--- src/rtl/bcd_counter_display_pkg.sv ---
// Shared constants for the BCD counter/display slice: digit count, active-low
// 7-segment glyphs and the all-off anode pattern.
package bcd_counter_display_pkg;

  localparam int DIGITS = 4;

  localparam logic [6:0] SEG_0     = 7'b1000000;
  localparam logic [6:0] SEG_1     = 7'b1111001;
  localparam logic [6:0] SEG_2     = 7'b0100100;
  localparam logic [6:0] SEG_3     = 7'b0110000;
  localparam logic [6:0] SEG_4     = 7'b0011001;
  localparam logic [6:0] SEG_5     = 7'b0010010;
  localparam logic [6:0] SEG_6     = 7'b0000010;
  localparam logic [6:0] SEG_7     = 7'b1111000;
  localparam logic [6:0] SEG_8     = 7'b0000000;
  localparam logic [6:0] SEG_9     = 7'b0010000;
  localparam logic [6:0] SEG_BLANK = 7'b1111111;

  localparam logic [3:0] AN_OFF = 4'b1111;

  // Out-of-range nibbles cannot occur, but map them to blank rather than garbage.
  function automatic logic [6:0] glyph(input logic [3:0] digit);
    logic [6:0] seg;
    case (digit)
      4'd0:    seg = SEG_0;
      4'd1:    seg = SEG_1;
      4'd2:    seg = SEG_2;
      4'd3:    seg = SEG_3;
      4'd4:    seg = SEG_4;
      4'd5:    seg = SEG_5;
      4'd6:    seg = SEG_6;
      4'd7:    seg = SEG_7;
      4'd8:    seg = SEG_8;
      4'd9:    seg = SEG_9;
      default: seg = SEG_BLANK;
    endcase
    return seg;
  endfunction

endpackage

--- src/rtl/bcd_counter_display_bcd_digit.sv ---
// One decimal digit of the counter: combinational +1/-1 with carry and borrow
// out. The parent chains four of these and owns the registers.
module bcd_digit (
  input  logic [3:0] value,
  input  logic       inc,
  input  logic       dec,
  output logic [3:0] next_value,
  output logic       carry,
  output logic       borrow
);

  always_comb begin
    next_value = value;
    carry      = 1'b0;
    borrow     = 1'b0;
    if (inc) begin
      if (value >= 4'd9) begin
        next_value = 4'd0;
        carry      = 1'b1;
      end else begin
        next_value = value + 4'd1;
      end
    end else if (dec) begin
      if (value == 4'd0) begin
        next_value = 4'd9;
        borrow     = 1'b1;
      end else begin
        next_value = value - 4'd1;
      end
    end
  end

endmodule

--- src/rtl/bcd_counter_display.sv ---
// Four-digit BCD up/down event counter with a multiplexed common-anode
// 7-segment scan driver refreshed from the shared 1 ms strobe.
module bcd_counter_display
  import bcd_counter_display_pkg::*;
#(
  parameter int REFRESH_MS = 4,
  parameter bit BLANK_LZ   = 1'b1
) (
  input  logic        clk,
  input  logic        rst_n,
  input  logic        ce1ms,
  input  logic        UP,
  input  logic        DOWN,
  input  logic        CLR,
  output logic [15:0] COUNT,
  output logic        WRAP,
  output logic [6:0]  SEG,
  output logic [3:0]  AN,
  output logic        DP
);

  localparam logic [7:0] TICK_LAST = 8'(REFRESH_MS - 1);

  logic up_q, down_q, clr_q;
  logic up_edge, down_edge, clr_edge;
  logic inc_req, dec_req;

  assign up_edge   = UP & ~up_q;
  assign down_edge = DOWN & ~down_q;
  assign clr_edge  = CLR & ~clr_q;

  // Clear wins outright; simultaneous up and down cancel each other.
  assign inc_req = up_edge & ~down_edge & ~clr_edge;
  assign dec_req = down_edge & ~up_edge & ~clr_edge;

  logic [DIGITS-1:0] carry, borrow;
  logic [DIGITS-1:0] inc_in, dec_in;
  logic [15:0]       next_count;

  assign inc_in = {carry[DIGITS-2:0], inc_req};
  assign dec_in = {borrow[DIGITS-2:0], dec_req};

  genvar i;
  generate
    for (i = 0; i < DIGITS; i++) begin : g_digit
      bcd_digit u_digit (
        .value      (COUNT[4*i +: 4]),
        .inc        (inc_in[i]),
        .dec        (dec_in[i]),
        .next_value (next_count[4*i +: 4]),
        .carry      (carry[i]),
        .borrow     (borrow[i])
      );
    end
  endgenerate

  always_ff @(posedge clk or negedge rst_n) begin
    if (!rst_n) begin
      up_q   <= 1'b0;
      down_q <= 1'b0;
      clr_q  <= 1'b0;
      COUNT  <= 16'h0000;
      WRAP   <= 1'b0;
    end else begin
      up_q   <= UP;
      down_q <= DOWN;
      clr_q  <= CLR;
      if (clr_edge) begin
        COUNT <= 16'h0000;
        WRAP  <= 1'b0;
      end else begin
        COUNT <= next_count;
        WRAP  <= carry[DIGITS-1] | borrow[DIGITS-1];
      end
    end
  end

  logic [1:0] idx;
  logic [1:0] next_idx;
  logic [7:0] tcnt;
  logic [3:0] lz;
  logic [3:0] load_digit;
  logic [6:0] load_seg;

  // lz[i] is set when digits i..3 are all zero; digit 0 is never blanked.
  assign lz[3] = (COUNT[15:12] == 4'd0);
  assign lz[2] = lz[3] & (COUNT[11:8] == 4'd0);
  assign lz[1] = lz[2] & (COUNT[7:4] == 4'd0);
  assign lz[0] = 1'b0;

  assign next_idx   = idx + 2'd1;
  assign load_digit = COUNT[4*next_idx +: 4];
  assign load_seg   = (BLANK_LZ && lz[next_idx]) ? SEG_BLANK : glyph(load_digit);

  always_ff @(posedge clk or negedge rst_n) begin
    if (!rst_n) begin
      idx  <= 2'd3;
      tcnt <= 8'd0;
      AN   <= AN_OFF;
      SEG  <= SEG_BLANK;
      DP   <= 1'b1;
    end else begin
      DP <= 1'b1;
      if (ce1ms) begin
        if (tcnt == TICK_LAST) begin
          tcnt <= 8'd0;
          idx  <= next_idx;
          AN   <= ~(4'b0001 << next_idx);
          SEG  <= load_seg;
        end else begin
          tcnt <= tcnt + 8'd1;
        end
      end
    end
  end

endmodule

--- config.mk ---
export PLATFORM = sky130hd
export DESIGN_NAME = bcd_counter_display
export DESIGN_NICKNAME = d
export VERILOG_FILES = /design/src/rtl/bcd_counter_display_pkg.sv /design/src/rtl/bcd_counter_display_bcd_digit.sv /design/src/rtl/bcd_counter_display.sv
export SDC_FILE = /design/constraint.sdc
export NUM_CORES = 1
export LEC_CHECK = 0
export CORE_UTILIZATION = 56
export CTS_CLUSTER_SIZE = 40
export DETAILED_ROUTE_END_ITERATION = 12
export HOLD_SLACK_MARGIN = 0.15
export PLACE_DENSITY = 0.81
export SETUP_SLACK_MARGIN = 0.15
export SLEW_MARGIN = 10
export SYNTH_ARGS = -nofsm -noshare
export SYNTH_HDL_FRONTEND = slang
export SYNTH_SLANG_ARGS = --single-unit
--- constraint.sdc ---
create_clock -name clk -period 3.7 [get_ports clk]
set_input_delay 0.555 -clock clk [delete_from_list [all_inputs] [get_ports clk]]
set_output_delay 0.555 -clock clk [all_outputs]
set_load 0.05 [all_outputs]
* Word level (Yosys, flattened, before mapping)
Memories as Yosys holds them, arrays and structs flattened.
Cells that the tools add are included.
** Cells by class
- Bitwise logic cells :: 17
- Div/mod/pow operators :: 0
- Muxes and demuxes :: 42
- $add $sub $neg :: 10
- Shift-type cells :: 2
- Eq/ne operators :: 1
- Order comparisons :: 5
- Reductions and logical operators :: 9
- Multiply operators :: 0
** Operators by type and width (number)
- 2-to-1 mux 4 bit :: 16
- 2-to-1 mux 1 bit :: 22
- adder 4 x 1 -> 4 bit (second input constant) :: 4
- greater-or-equal comparator 4 bit (second input constant) :: 4
- zero test 4 bit :: 4
- 2-to-1 mux 16 bit :: 1
- variable part select 16 x 5 -> 4 bit :: 1
- subtractor 4 x 1 -> 4 bit (second input constant) :: 4
- nonzero test 3 bit :: 4
- bitwise AND 1 bit :: 9
- adder 8 x 1 -> 8 bit (second input constant) :: 1
- == test 8 x 2 -> 1 bit (second input constant) :: 1
- 2-to-1 mux 8 bit :: 1
- 2-to-1 mux 7 bit :: 1
- inverter 1 bit :: 6
- inverter 4 bit :: 1
- left shift 1 x 2 -> 4 bit (first input constant) :: 1
- < comparator 2 x 3 -> 1 bit (second input constant) :: 1
- adder 2 x 1 -> 2 bit (second input constant) :: 1
- binary-select mux 1 bit (select 2 bit) :: 1
- AND reduction 2 bit :: 1
- bitwise OR 1 bit :: 1
** Word-level totals
- Memory bits (read-only) :: 112
- Logic and storage cells :: 99
- Bits in registers :: 41
- Bits in writable memories :: 0
- Bits of input ports :: 6
- Bits in latches :: 0
- Memories kept :: 1
- Output and inout bits :: 29
** Memory list
- (name not given) :: depth 16, bits a word 7, rd ports 1, clocked after Yosys merged registers in 0, write ports 0, RTL line bcd_counter_display_pkg.sv:24 : case (digit)

* Longest topological paths before layout
- Depth in word-level cells :: 15
- Gate-level depth with buffers :: 14

* By module
A second synthesis with hierarchy kept.
** Unflattened totals
- Cells, all modules :: 285
- Area total of the unflattened synthesis :: 2940.3 µm²
** By module, submodules not included
- bcd_counter_display :: times used 1, area an instance 1939.4 µm², seq. area each 1042.2 µm², cells each 157
- bcd_digit :: times used 4, area an instance 250.2 µm², seq. area each 0.0 µm², cells each 32

* Worst setup path before layout
Ideal clock, no wire load.
- Path type :: register to register
- From :: reg idx[0]
- To :: reg SEG[4]
- Arrival time :: 2.525 ns
- Path buffers :: 2
- Setup slack :: 1.098 ns
- Setup time :: 0.077 ns
- Stages on the path, launching flop included :: 14
- Period minus slack after synthesis :: 2.602 ns
- Cells stage by stage :: dfstp_2 > buf_2 > inv_1 > ha_1 > clkbuf_1 > o21ai_0 > o21ai_0 > ha_1 > inv_1 > nand2_1 > o21ai_0 > o21ai_0 > a21oi_1 > a21o_1
** Between the ends
- Cells in the longest elaborated chain, start to end :: 4
- Elaborated cells on any way between the ends :: 6
- Classes of those cells :: add/sub (1); shift (1); mux (3); memory (1)
** RTL lines
- from (decl) :: RTL line bcd_counter_display.sv:78 : logic [1:0] idx;
- from (signal assigned) :: RTL line bcd_counter_display.sv:107 : idx <= next_idx;
- adder 2 x 1 -> 2 bit (*) :: RTL line bcd_counter_display.sv:91 : assign next_idx = idx + 2'd1;
- via next_idx[0] :: RTL line bcd_counter_display.sv:79 : logic [1:0] next_idx;
- variable part select 16 x 5 -> 4 bit or binary-select mux 1 bit (select 2 bit) (tied branches) :: RTL line bcd_counter_display.sv:92, bcd_counter_display.sv:93
- memory read (16 x 7 bit) or 2-to-1 mux 1 bit (tied branches)
- 2-to-1 mux 7 bit (*) :: RTL line bcd_counter_display.sv:93 : assign load_seg = (BLANK_LZ && lz[next_idx]) ? SEG_BLANK : glyph(load_digit);
- to (signal assigned) :: RTL line bcd_counter_display.sv:109 : SEG <= load_seg;
- to (decl) :: RTL line bcd_counter_display.sv:17 : output logic [6:0] SEG,
The timed path passes the listed nets; every way through them passes the cells marked *. The select of a mux whose other input is x is not followed.
A chain may end at the register's enable or synchronous reset.

* Worst setup path after layout
Same ends and word-level chain as after synthesis.

==> impl_results.md <==
* Status: finished clean
* Vias in the first global route at 2200
* Worst reg2reg path depth at 11
* Clock sink total at 41
* Ys flop type: dfrtp_1
* Synthesized flop and latch total at 41
* Pwr dens at 811 mW/mm²
* Finished Layout Cells at 400
* CTS root buf: clkbuf_8
* CTS Buf Count at 5
* # hold bufs at CTS at 0
* Initial antenna violation count at 0
* Pre-CTS WS at a little under 1 ns
* Core ar. at 0.00472 mm²
* Die height at 72.0 µm
* Crit-path slowest cell: dfstp_2
* Post-route setup TNS at 0 ns
* VDD IR max at 0.000429 V
* Synth cell types at 52
* Max-slew violation total from the final report at 0
* Reg2Reg Setup Slack at 0.97 ns
* # setup viols final at 0
* Worst skew pair latency at 0.29 ns
* H-tree levels at 2
* # IOs at 35
* Max Clock Freq at 0.366 GHz
* Router iterations before antenna repair at 4
* Critical-path maximum fanout at 10
* Dpl hpwl at 4020 µm
* Ys Warns at 0
* RSZ-0062 raised after global routing: no
* Most frequent cells in the layout: 32 x clkdlybuf4s50_1, 28 x dfrtp_1, 28 x nand2_1, 28 x o21ai_0, 26 x nor2_1
* Syn_area_per_cell at 8.91 µm²
* Worst path arrival time at 2.97 ns
* Initial DRC Count at 98
* Post-CTS sizing at 0
* Sequential share of the synthesized area at 0.380
* Share of cells above drive strength 1 at 0.105
* Global-route wire length before repair at 9860 µm
* Pin count of the biggest net entering global routing at between 40 and 50
* Final Skew at 0.00652 ns
* Placer Congestion at roughly 0.9
* Ant. Diodes at 0
* Number of cell rows at 25
* Critical Path, Cell by Cell: inv_1 > ha_1 > nand2_1 > o21ai_0 > o21ai_0 > inv_1 > ha_1 > nand3b_1 > o21ai_0 > a21oi_1 > a21o_1
* Die X at 72.0 µm
* Hold Path Class: in -> async
* Syn Std Cell Area at roughly 0.0027 mm²
* Initial core utilization at 0.581
* Global Route Usage Sum at 0.238
* Capturing point of the worst reg2reg path: SEG[4]
* Worst r2r src: idx[0]
* Post-Syn Nets at around 340
* CTS tree: built
* Die area at around 0.0052 mm²
* Slew @ Worst Pin at 0.873 ns
* Hold Vio Cnt, Final at 0
* Req. time, crit path at 3.94 ns
* Mapped Cells at 308
* Via count at ~2300
* DRC viols at 0
* Area Growth Syn to Fin at 16.2%
* Leak at 0.00132 µW
* Normalized max-slew margin at 0.418
* Final Cycle Share at 0.738
* Setup ws final at 0.969 ns
* Number of routed nets with antenna violations at 0
* Final net count at 360
* CP peak stage delay at around 0.65 ns
* CP startpoint kind: flop
* Most frequent cell on the critical path: o21ai_0
* CP Class: reg -> reg
* Minimum clock period at 2.73 ns
* Placed insts at 392
* Max-Cap Viols at 0
* Post-synth EDFFs at 0
* Clock buffer depth at 2
* Hold slack final at 0.381 ns
* Commonest non-fill, non-tap cell in the layout: clkdlybuf4s50_1
* Port bufs at 33
* Final wirelength at 5630 µm
* GR Overflow Total at 0
* CP endpoint kind: flop
* Reg clk slew, reported paths at approximately 0.080 ns
* Synth async-reset ratio at 1.00
* Wire per inst at approximately 14 µm
* Via density at 5.77
* Post-CTS setup buffers at 0
==> critical path: cells and delay by family (launching register included) <==
family,cells,cell delay [ns]
AND/OR/NAND/NOR,2,0.20
adder cells (fa/ha/maj),2,0.68
AO/OA/AOI/OAI,5,0.87
flip-flops,1,0.65
buffers and inverters,2,0.28
==> cells by family after synthesis <==
group / count (synthesis) / share of synthesized area
simple gates: 107 / 0.204
buf+inv: 37 / 0.0611
compound gates: 86 / 0.192
fa+ha+maj: 22 / 0.100
flops: 41 / 0.380
xor+xnor: 9 / 0.0287
other cells: 1 / 0.00137
mux: 5 / 0.0324
==> through the flow <==
| step | power, µW | instance area, µm² | utilization |
|---|---|---|---|
| 2_1_floorplan | 1840 | 2750 | - |
| 3_3_place_gp | 2180 | 3070 | 0.650 |
| 3_5_place_dp | 2210 | 3070 | 0.650 |
| 4_1_cts | 2590 | 3190 | 0.675 |
| 5_1_grt | 2790 | 3190 | 0.675 |
| 6_report | 2590 | 3190 | 0.675 |
==> sequential cells by signal, indices dropped and copies added, names as in the netlist <==
| signal | cells |
|---|---|
| AN | 4 |
| tcnt | 8 |
| idx | 2 |
| down_q | 1 |
| WRAP | 1 |
| COUNT | 16 |
| up_q | 1 |
| clr_q | 1 |
| SEG | 7 |
==> synth_stat cells (4+ instances only) <==
| master | number | area share |
|---|---|---|
| a21oi_1 | 23 | 0.042 |
| clkbuf_1 | 11 | 0.015 |
| nor3b_1 | 4 | 0.011 |
| nand2b_1 | 6 | 0.014 |
| o211ai_1 | 4 | 0.011 |
| a211oi_1 | 8 | 0.022 |
| nand2_1 | 28 | 0.038 |
| dfrtp_1 | 28 | 0.26 |
| nor3_1 | 7 | 0.013 |
| ha_1 | 22 | 0.10 |
| xnor2_1 | 7 | 0.022 |
| inv_1 | 20 | 0.027 |
| nand3_1 | 10 | 0.018 |
| nor2_1 | 26 | 0.036 |
| dfstp_2 | 13 | 0.12 |
| o21ai_0 | 28 | 0.051 |
==> metal layers <==
metal  track usage  routed length, µm  vias up
met2         0.394               2640       72
met3        0.0361                302        8
met5             0                  0        -
li1              -                  -     1133
met1         0.321               2600     1096
met4        0.0806                 88        0
==> report_power, final <==
part	leakage [µW]	internal, µW	switching (µW)	total, µW
Combinational	0.000762	512	863	1380
Sequential	0.000500	643	191	835
Clock	0.0000574	219	158	377
==> worst max path at each step <==
stage | to | cells past startpoint | slack [ns] | start
5_1_grt | SEG[4] | 11 | 0.68 | idx[0]
6_report | SEG[4] | 11 | 0.97 | idx[0]
4_1_cts | SEG[4] | 11 | 0.98 | idx[0]
3_5_place_dp | COUNT[8] | 7 | 0.97 | CLR
3_3_place_gp | COUNT[8] | 7 | 1.02 | CLR
2_1_floorplan | SEG[4] | 13 | 1.10 | idx[0]
==> final cells by class <==
class / instances / area [µm²]
Multi-Input combinational cell: 230 / 1540
Fill cell: 412 / 1530
Sequential cell: 41 / 1040
Timing Repair Buffer: 34 / 333
Tap cell: 67 / 83.8
Clock buffer: 6 / 82.6
Inverter: 20 / 75.1
Clock inverter: 2 / 37.5
Note: power is estimated with default switching activity, not from simulation.
